--- src/rtl/fft_output_reader.sv ---
// Streams a finished FFT frame out of a dual-read-port RAM in natural frequency
// order, fetching two samples per read and presenting them on a valid/ready port.
module fft_output_reader #(
  parameter int vector_size = 16,
  parameter int N           = 16,
  parameter bit BIT_REVERSE = 1'b1,
  localparam int AW         = $clog2(N)
) (
  input  logic                   clk,
  input  logic                   reset,
  input  logic                   start,
  output logic                   busy,
  output logic                   done,
  output logic [AW-1:0]          read_address1,
  output logic [AW-1:0]          read_address2,
  input  logic [vector_size-1:0] in_real1,
  input  logic [vector_size-1:0] in_im1,
  input  logic [vector_size-1:0] in_real2,
  input  logic [vector_size-1:0] in_im2,
  output logic [vector_size-1:0] out_real,
  output logic [vector_size-1:0] out_im,
  output logic                   out_valid,
  input  logic                   out_ready,
  output logic                   out_last,
  output logic [AW-1:0]          out_index
);

  localparam bit HAS_P = (AW > 1);
  localparam int PW    = HAS_P ? AW - 1 : 1;
  localparam int DW    = 2 * vector_size;
  localparam logic [AW-1:0] LAST_IDX = AW'(N - 1);

  typedef enum logic [2:0] {S_IDLE, S_FETCH, S_SEND0, S_SEND1, S_DONE} state_t;

  state_t          state_q, state_d;
  logic [PW-1:0]   p_q, p_d;
  logic [AW-1:0]   c_q, c_d;
  logic [DW-1:0]   buf0_q, buf0_d;
  logic [DW-1:0]   buf1_q, buf1_d;
  logic [PW-1:0]   p_inc;
  logic [AW-1:0]   pair_base;

  function automatic logic [AW-1:0] map_addr(input logic [AW-1:0] i);
    logic [AW-1:0] r;
    r = i;
    if (BIT_REVERSE) begin
      for (int b = 0; b < AW; b++) r[b] = i[AW-1-b];
    end
    return r;
  endfunction

  // NOTE: state is updated only with non-blocking assignments so every flop
  // samples the values present before the edge, regardless of process order.
  always_ff @(posedge clk) begin
    if (reset) begin
      // NOTE: the sample buffers are cleared too, so stale frame data never
      // reaches out_real/out_im after a reset.
      state_q <= S_IDLE;
      p_q     <= '0;
      c_q     <= '0;
      buf0_q  <= '0;
      buf1_q  <= '0;
    end else begin
      state_q <= state_d;
      p_q     <= p_d;
      c_q     <= c_d;
      buf0_q  <= buf0_d;
      buf1_q  <= buf1_d;
    end
  end

  // The pointer saturates on the final pair rather than wrapping; N=2 has no pointer.
  always_comb begin
    p_inc = p_q;
    if (HAS_P && (p_q != {PW{1'b1}})) p_inc = p_q + PW'(1);
  end

  always_comb begin
    // NOTE: every signal gets a default first so no path leaves one unassigned
    // and no latch is inferred.
    state_d = state_q;
    p_d     = p_q;
    c_d     = c_q;
    buf0_d  = buf0_q;
    buf1_d  = buf1_q;
    unique case (state_q)
      S_IDLE: begin
        if (start) begin
          state_d = S_FETCH;
          p_d     = '0;
          c_d     = '0;
        end
      end
      S_FETCH: begin
        buf0_d  = {in_real1, in_im1};
        buf1_d  = {in_real2, in_im2};
        p_d     = p_inc;
        state_d = S_SEND0;
      end
      S_SEND0: begin
        if (out_ready) begin
          c_d     = c_q + AW'(1);
          state_d = S_SEND1;
        end
      end
      S_SEND1: begin
        if (out_ready) begin
          if (c_q == LAST_IDX) begin
            state_d = S_DONE;
          end else begin
            // Reload the next pair on the same edge so the stream has no bubble.
            buf0_d  = {in_real1, in_im1};
            buf1_d  = {in_real2, in_im2};
            p_d     = p_inc;
            c_d     = c_q + AW'(1);
            state_d = S_SEND0;
          end
        end
      end
      S_DONE:  state_d = S_IDLE;
      default: state_d = S_IDLE;
    endcase
  end

  always_comb begin
    pair_base     = AW'({p_q, 1'b0});
    busy          = (state_q == S_FETCH) || (state_q == S_SEND0) || (state_q == S_SEND1);
    done          = (state_q == S_DONE);
    out_valid     = (state_q == S_SEND0) || (state_q == S_SEND1);
    out_index     = c_q;
    out_last      = out_valid && (c_q == LAST_IDX);
    out_real      = '0;
    out_im        = '0;
    read_address1 = '0;
    read_address2 = '0;
    if (state_q == S_SEND0) begin
      out_real = buf0_q[DW-1:vector_size];
      out_im   = buf0_q[vector_size-1:0];
    end else if (state_q == S_SEND1) begin
      out_real = buf1_q[DW-1:vector_size];
      out_im   = buf1_q[vector_size-1:0];
    end
    // Addresses are parked at zero outside a frame so the outputs are all-zero when idle.
    if (busy) begin
      read_address1 = map_addr(pair_base);
      read_address2 = map_addr(pair_base | AW'(1));
    end
  end

endmodule

--- config.mk ---
export PLATFORM = sky130hd
export DESIGN_NAME = fft_output_reader
export DESIGN_NICKNAME = d
export VERILOG_FILES = /design/src/rtl/fft_output_reader.sv
export SDC_FILE = /design/constraint.sdc
export NUM_CORES = 1
export LEC_CHECK = 0
export CORE_AREA = 2 2 97 99
export DETAILED_ROUTE_END_ITERATION = 7
export DIE_AREA = 0 0 99 101
export PLACE_DENSITY = 0.76
export SLEW_MARGIN = 20
export SYNTH_ARGS = -nofsm -noshare
export SYNTH_HDL_FRONTEND = slang
export SYNTH_SLANG_ARGS = --single-unit
--- constraint.sdc ---
create_clock -name clk -period 1.6 [get_ports clk]
set_clock_uncertainty 0.1 [all_clocks]
set_input_delay 0.24 -clock clk [delete_from_list [all_inputs] [get_ports clk]]
set_output_delay 0.24 -clock clk [all_outputs]
set_load 0.02 [all_outputs]
==> results.md <==
- Worst hold path type: primary input to flop
- Wirelength per Cell: 16.5 um
- Commonest cells after routing, fill and taps aside: nand2b_1 (129), dfxtp_1 (67), clkdlybuf4s50_1 (66)
- Gr usage total: 21.7%
- Mapped Cells: approximately 400
- Clock latency on the worst-skew pair: 0.35 ns
- WP buf/inv: 4
- Post-Syn Nets: 473
- Die X: a little under 100 um
- Syn avg cell area: 9.38 um2
- Final hold vios: 0
- H-Tree Depth: 3
- Initial Util: 42.0%
- Vias after detailed routing: about 3500
- Hold_ws: about 0.16 ns
- Final wirelength: 10900 um
- Die Span Y: 101 um
- Crit path arrival time: 1.52 ns
- First-pass GRT wire length: 17200 um
- Register bit total from synthesis: 74
- Cell Count, Final, Fillers Out: 664
- MaxCap Viol Count: 0
- Fin. max-slew vios: 0
- Initial DRT Pass Iterations: 4
- RD Place Congestion: 0.919
- Syn Std Cell Area: around 3800 um2
- Final Cycle Share: 116%
- ANT cells: 0
- Largest delay contributor family on the critical path: buffers and inverters
- Status: complete, but fails checks
- # rows: 35
- Setup Crit Path Kind: flop to output port
- Final Critical Period: 1.86 ns
- Failing checks: setup timing
- Final Core Density: 68.8%
- Pleak: 2.46 nW
- Boundary Pins: 116
- Initial antenna violation count: 0
- CTS tree: yes
- Register area share after synthesis: roughly 40%
- Mux contribution to synthesized area: 17.0%
- Peak supply drop: ~0.43 mV
- Bufs on Longest Clock Path: 2
- Most used cell, CP: buf_6
- Dpl cells: approximately 620
- CP Cell Sequence: buf_6, nor2_4, buf_6, clkbuf_16, a22o_1, buf_6
- Nets: between 600 and 700
- FMAX: ~540 MHz
- DP Wirelength: 6510 um
- Cell area after layout: 6180 um2
- Area grow syn2layout: 63.9%
- Setup ws final: -0.261 ns
- Worst setup SP type: flop
- Number of remaining DRC errors: 0
- Total CTS buffers: 9
- Yosys warns: 0
- Die area: roughly 10000 um2
- Crit path largest cell delay: 0.35 ns
- Worst Setup End Kind: output port
- Endpoints failing setup: 90
- RSZ-0062 raised after global routing: true
- DRT antenna net count: 0
- Clock tree root buffer cell: clkbuf_8
- Clock transition at path regs: 0.09 ns
- DP Area: 5350 um2
- Xor and xnor fraction of the mapped netlist area: 0%
- Vias in the first global route: 3453
- Core ar.: roughly 9000 um2
- Drt via density: 5.21
- TritonCTS Sinks: 74
- Largest family of logic cells by synthesized area: simple AND/OR/NAND/NOR gates
- Critical-path top delay cell: dfxtp_2
- 1st-iter DRT viols: 102
- Layout cells sized above 1: between 20 and 30%
- Worst path required time: 1.26 ns
- Post-Synth Simple-Gate Area: about 27%
- Buffers on Ports: 114
- Largest net degree at the start of global routing: 52
- Post-Synth Adder-Cell Area: 0.996%
- GRT overflow: 0
- Power per cell area: 810 nW/um2
- Number of distinct library cells after synthesis: 32
- CP Max Fanout: 5
- Most common library cell in the layout ignoring fill and taps: nand2b_1
- Setup TNS: -10.52 ns
- Synth Area in Compound Gates: between 10 and 15%
[synth_stat cells (all sizes together)]
cell / n / share of area, %
a2111oi: 1 / 0.23
a21o: 1 / 0.20
a21oi: 8 / 1.1
a22o: 32 / 7.4
a31oi: 1 / 0.17
a32oi: 2 / 0.46
and2: 4 / 0.66
and3: 1 / 0.17
and3b: 1 / 0.23
buf: 15 / 2.3
clkbuf: 22 / 2.2
conb: 1 / 0.099
dfxtp: 74 / 39
ha: 3 / 1.0
inv: 4 / 0.40
mux2i: 64 / 17
nand2: 5 / 0.50
nand2b: 131 / 22
nand3: 4 / 0.53
nand4: 2 / 0.33
nor2: 6 / 0.66
nor2b: 2 / 0.33
nor3: 1 / 0.13
nor4: 2 / 0.33
nor4b: 1 / 0.23
o21ai: 7 / 0.93
o31ai: 2 / 0.40
or3: 2 / 0.33
or3b: 1 / 0.23
or4: 2 / 0.40
[where the power goes]
| part | total [mW] | internal, mW | switching [mW] |
|---|---|---|---|
| clock network | 1.50 | 0.763 | 0.740 |
| registers | 2.09 | 1.99 | 0.0957 |
| logic | 1.42 | 0.825 | 0.591 |
[layer usage]
layer  GRT usage [%]  wire length [um]  up-vias
li1                -                 -     1672
met1            27.0              4810     1642
met2            36.8              5300      122
met3            3.95               634       22
met4            9.27               195        0
met5               0                 0        -
[per-stage QoR]
| step | total power [mW] | worst slack [ns] |
|---|---|---|
| after floorplan | 2.70 | -0.0465 |
| after global placement | 3.14 | -0.409 |
| after detailed placement | 3.17 | -0.443 |
| after CTS | 4.98 | -0.278 |
| after global routing | 5.21 | -0.319 |
| final | 5.01 | -0.261 |
[final cells by class]
class	count	area [um2]
inverter	4	15.0
timing repair buffer	171	1970
multi-input combinational	288	2360
clock inverter	6	66.3
tap	111	139
fill	682	2800
sequential	74	1490
clock buffer	10	138
[timing repair]
item                       in CTS  in global routing
pin swaps                      13                 17
setup endpoints to repair     114                114
hold buffers                    0                  0
gates resized for setup       293                 39
hold endpoints to repair        0                  0
gates cloned                    8                  2
setup buffers                  16                  6
[state kept, by name, indices dropped and copies added, names as in the netlist]
| signal | cells |
|---|---|
| p_q | 3 |
| state_q | 3 |
| out_index | 4 |
| buf0_q | 32 |
| buf1_q | 32 |
[cell families (layout without fill, tap and decap cells)]
family | after synthesis | count (layout)
multiplexers | 64 | 64
adder cells (fa/ha/maj) | 3 | 3
AND/OR/NAND/NOR | 165 | 166
other | 1 | 1
buffers and inverters | 41 | 191
flip-flops | 74 | 74
AO/OA/AOI/OAI | 54 | 54
[final timing paths]
path	cells past startpoint	startpoint	endpoint	slack, ns
min	2	reset	p_q[2]	0.16
max	6	state_q[0]	out_real[15]	-0.26
max reg2reg	6	state_q[0]	p_q[0]	-0.17
min reg2reg	2	buf1_q[5]	buf1_q[5]	0.38
(Power assumes the default switching activity.)
